[config.mk]
export PLATFORM = sky130hd
export DESIGN_NAME = jk_excitation_encoder
export DESIGN_NICKNAME = d
export VERILOG_FILES = /design/src/rtl/jkx_pkg.sv /design/src/rtl/jk_using_d.sv /design/src/rtl/jk_excitation_encoder.sv
export SDC_FILE = /design/constraint.sdc
export NUM_CORES = 1
export LEC_CHECK = 0
export BUFFER_PORTS_ARGS = -buffer_cell sky130_fd_sc_hd__buf_2
export CAP_MARGIN = 0
export CORE_MARGIN = 1.5
export CORE_UTILIZATION = 38
export CTS_BUF_LIST = sky130_fd_sc_hd__clkbuf_2
export CTS_CLUSTER_SIZE = 40
export DETAILED_ROUTE_END_ITERATION = 10
export SLEW_MARGIN = 20
export SYNTH_ARGS = -nofsm -noshare
export SYNTH_HDL_FRONTEND = slang
export SYNTH_SLANG_ARGS = --single-unit
[constraint.sdc]
create_clock -name clk -period 1.79 [get_ports clk]
set_input_delay 0.0895 -clock clk [delete_from_list [all_inputs] [get_ports clk]]
set_output_delay 0.0895 -clock clk [all_outputs]
set_load 0.01 [all_outputs]
[src/rtl/jkx_pkg.sv]
// Shared FSM state type and JK excitation codes ({J,K}) for the JK excitation encoder.
package jkx_pkg;

    typedef enum logic [1:0] {
        IDLE,
        APPLY,
        CHECK
    } state_t;

    localparam logic [1:0] JK_HOLD = 2'b00;
    localparam logic [1:0] JK_CLR  = 2'b01;
    localparam logic [1:0] JK_SET  = 2'b10;
    localparam logic [1:0] JK_TGL  = 2'b11;

    // Minimal set/clear excitation that drives q toward t.
    function automatic logic [1:0] jk_excite(input logic q, input logic t);
        logic [1:0] jk;
        case ({q, t})
            2'b01:   jk = JK_SET;
            2'b10:   jk = JK_CLR;
            default: jk = JK_HOLD;
        endcase
        return jk;
    endfunction

endpackage

[src/rtl/jk_using_d.sv]
// One bank bit: JK flip-flop built from a D flop with clock enable and synchronous active-low reset.
module jk_using_d (
    input  logic clk,
    input  logic reset,
    input  logic en,
    input  logic j,
    input  logic k,
    output logic q,
    output logic qbar
);

    logic q_q;
    logic q_d;

    always_comb begin
        q_d = q_q;
        if (en) begin
            q_d = (j & ~q_q) | (~k & q_q);
        end
    end

    always_ff @(posedge clk) begin
        if (!reset) begin
            q_q <= 1'b0;
        end else begin
            q_q <= q_d;
        end
    end

    assign q    = q_q;
    assign qbar = ~q_q;

endmodule

[src/rtl/jk_excitation_encoder.sv]
// Converts a requested bank state into JK excitation, applies it once, then checks the result.
// Build option JKX_TOGGLE_EN: changing bits are driven with J=K=1 instead of set/clear.
module jk_excitation_encoder
    import jkx_pkg::*;
#(
    parameter int unsigned WIDTH = 4
) (
    input  logic             clk,
    input  logic             reset,
    input  logic             tgt_valid,
    output logic             tgt_ready,
    input  logic [WIDTH-1:0] tgt_data,
    input  logic             hold,
    output logic [WIDTH-1:0] j,
    output logic [WIDTH-1:0] k,
    output logic [WIDTH-1:0] q,
    output logic [WIDTH-1:0] qbar,
    output logic             done,
    output logic             err
);

    state_t             state_q, state_d;
    logic [WIDTH-1:0]   tgt_q, tgt_d;
    logic [WIDTH-1:0]   j_q, j_d;
    logic [WIDTH-1:0]   k_q, k_d;
    logic               done_q, done_d;
    logic               err_q, err_d;
    logic               ready_q, ready_d;
    logic               bank_en;

    // Excitation is registered at capture time; q is stable throughout APPLY so it stays valid.
    always_comb begin
        state_d = state_q;
        tgt_d   = tgt_q;
        j_d     = j_q;
        k_d     = k_q;
        done_d  = 1'b0;
        err_d   = err_q;
        case (state_q)
            IDLE: begin
                j_d = '0;
                k_d = '0;
                if (tgt_valid) begin
                    tgt_d   = tgt_data;
                    state_d = APPLY;
                    for (int unsigned i = 0; i < WIDTH; i++) begin
`ifdef JKX_TOGGLE_EN
                        {j_d[i], k_d[i]} = (q[i] ^ tgt_data[i]) ? JK_TGL : JK_HOLD;
`else
                        {j_d[i], k_d[i]} = jk_excite(q[i], tgt_data[i]);
`endif
                    end
                end
            end
            APPLY: begin
                if (!hold) begin
                    state_d = CHECK;
                    j_d     = '0;
                    k_d     = '0;
                    done_d  = 1'b1;
                end
            end
            CHECK: begin
                err_d   = err_q | (q != tgt_q);
                state_d = IDLE;
            end
            default: begin
                state_d = IDLE;
                j_d     = '0;
                k_d     = '0;
            end
        endcase
        ready_d = (state_d == IDLE);
    end

    always_ff @(posedge clk) begin
        if (!reset) begin
            state_q <= IDLE;
            tgt_q   <= '0;
            j_q     <= '0;
            k_q     <= '0;
            done_q  <= 1'b0;
            err_q   <= 1'b0;
            ready_q <= 1'b1;
        end else begin
            state_q <= state_d;
            tgt_q   <= tgt_d;
            j_q     <= j_d;
            k_q     <= k_d;
            done_q  <= done_d;
            err_q   <= err_d;
            ready_q <= ready_d;
        end
    end

    assign bank_en = (state_q == APPLY) && !hold;

    for (genvar b = 0; b < WIDTH; b++) begin : g_bank
        jk_using_d u_bit (
            .clk  (clk),
            .reset(reset),
            .en   (bank_en),
            .j    (j_q[b]),
            .k    (k_q[b]),
            .q    (q[b]),
            .qbar (qbar[b])
        );
    end

    assign j         = j_q;
    assign k         = k_q;
    assign done      = done_q;
    assign err       = err_q;
    assign tgt_ready = ready_q;

endmodule

==> results.yml <==
run_status:
  status: "completed"
clocking:
  numCtsBuffers: 3
  clkSlewWorstSetupHoldPaths_ns: 0.22
  cts_buffer_depth: 2
  cts-root-buf: "clkbuf_2"
  cts_sinks: 21
  insertion_delay_ns: 0.33
  h-tree-depth: 1
  tritoncts: "built"
  cts_resized: 0
logic_synthesis:
  yosys.area_share.simple_pct: 14.5
  syn_inst: 103
  synth_seq_area_share_pct: 44.3
  syn_nets: 111
  yosys_register_bits: 21
  synth_top_family_by_area: "buffers and inverters"
  synth_area_um2: 950
  synth-xor-area-share_pct: 3.69
  synth.area.mux_share_pct: 5.27
  ys_warn_count: 0
  synth_compound_area_share_pct: 15.5
  post_synth_num_cell_types: 23
  synth_fa_ha_area_share_pct: 0
  avgSynthCellArea_um2: 9.22
power:
  powerDensity_mw_per_mm2: 769
  total_power_uw: 795
  power_leakage_nw: 0.447
  ir_drop_uv: 333
timing:
  fin_skew_ns: 0.0261
  fin_crit_sh_pct: 74.9
  slew_headroom_pct: 67.9
  fin_tns_setup_ns: 0
  tightestPinTransition_ns: 0.481
  layout_min_cycle_time_ns: 1.34
  setup_viol: 0
  rsz0062_at_grt: "no"
  slew_viol_final: 0
  fmax_mhz: 745
  hold_viol_final: 0
finish:
  design_area_mm2: 0.00103
  drive_gt1_share_pct: 29.1
  syn_to_final_growth_pct: 8.83
  final_cell_mix: "26 x buf_2, 21 x dfxtp_1, 13 x a21oi_1, 8 x o21ai_0"
  diodes: 0
  final_common_cell: "buf_2"
  final_nets: 126
worst_setup_path:
  end_kind: "flip-flop"
  path_buf_inv: 0
  path_delay_family: "flip-flops"
  critical_path_peak_fanout: 9
  worstSetupStartpointType: "flip-flop"
  critPathKind: "flip-flop to flip-flop"
  cpPeakStageDelay_ns: 0.48
  crit_required_ns: 2.04
  cp_cell_sequence: "nor2b_1 > o21ai_0 > a21oi_1"
  arrival_ns: 1.59
  cp_slowest_cell: "dfxtp_1"
placed_design:
  gp_congestion: 0.710
  placed_area_um2: 993
  hpwl_um: 1290
  portBuffers: 26
drt:
  vias: 728
  drc_errors: 0
  dr.pass1.iters: 4
  drt-initial-drc-count: 9
  post_drt_wl_per_cell_um: 12.3
  antenna_left: 0
  totalWireLength_um: 1790
  viasPerCell: 5.02
grt:
  grt_usage_pct: 14.5
  grt_max_degree: 13
  grt_pass1_vias: 699
  antenna_found_initial: 0
  grt_pass1_wl_um: 2970
  overflow: 0
floorplan:
  io_pins: 27
  initial_core_util_pct: 41.7
  die_area_mm2: 0.00281
  row_count: 17
  core_mm2: 0.00228
  die_w_um: 53.0
  die_y_um: 53.0
job:
  cap_viol_max_count: 0
worst_hold_path:
  hold_path.class: "primary input to flip-flop"
## state kept, by name, indices dropped and copies added, names as in the netlist
name,flops
j,4
state_q,2
tgt_ready,1
k,4
g_bank.u_bit.q,4
err,1
done,1
tgt_q,4
## area by class of cell
class                   instances  area, µm²
clock buffers                   4       20.0
fillers                       230       1240
inverters                       6       22.5
flip-flops and latches         21        420
repair buffers                 30        165
well taps                      28       35.0
multi-input cells              56        370
## routing by layer
layer  share of wire [%]  global-route usage (%)
met1                  48                    17.2
met2                  46                    24.8
met3                 3.8                    2.54
met4                 1.8                    7.69
met5                   0                       0
## power by group
group	leakage, nW	total (mW)	switching, mW	internal (mW)
Sequential	0.171	0.499	0.0131	0.486
Combinational	0.259	0.0907	0.0482	0.0425
Clock	0.0166	0.206	0.147	0.0591
## tightest hold or removal path: stages
cell     delay [ns]
buf_2          0.10
mux2i_1        0.07
nor2_1         0.08
## synth_stat cells
library cell   n  area share (%)
dfxtp_1       21              44
buf_4         16              13
a21oi_1       13             6.9
o21ai_0        8             4.2
inv_1          5             2.0
mux2i_1        5             5.3
nand3_1        5             2.6
nor2_1         5             2.0
nand3b_1       4             3.2
xor2_1         4             3.7
a311oi_1       3             2.8
and2_1         2             1.3
buf_1          2            0.79
a21o_1         1            0.79
and3b_1        1            0.92
buf_2          1            0.53
clkbuf_1       1            0.39
clkinv_1       1            0.39
nor2b_1        1            0.66
nor3_1         1            0.53
nor3b_2        1             1.3
nor3b_4        1             2.0
o41ai_1        1            0.92
## kinds of logic after synthesis
kind of cell / Yosys count
compound gates: 26
buf+inv: 26
flops: 21
simple gates: 21
mux: 5
xor+xnor: 4
## metrics by stage
step	util (%)	hold WS, ns	instances	setup WS (ns)
final	45.4	0.0119	145	0.449
after detailed placement	43.7	0.337	139	0.477
after global placement	43.7	0.327	139	0.500
after CTS	45.0	0.00548	144	0.434
after global routing	45.4	0.0268	145	0.282
after floorplan	-	0.211	103	0.593
## final timing paths
kind | from | endpoint | slack [ns] | cells after the start
hold / removal | tgt_data[3] | tgt_q[3]$_SDFFE_PN0P_ | 0.01 | 3
setup / recovery | state_q[1]$_SDFF_PN0_ | j[1]$_SDFFE_PN0P_ | 0.45 | 3
hold reg to reg | err$_SDFFE_PN0N_ | err$_SDFFE_PN0N_ | 0.46 | 2
setup reg to reg | state_q[1]$_SDFF_PN0_ | j[1]$_SDFFE_PN0P_ | 0.45 | 3
## what timing repair did
action / CTS / global route
hold buffers: 1 / 1
setup buffers: 0 / 0
hold endpoints to repair: 1 / 1
(Power assumes the default switching activity.)
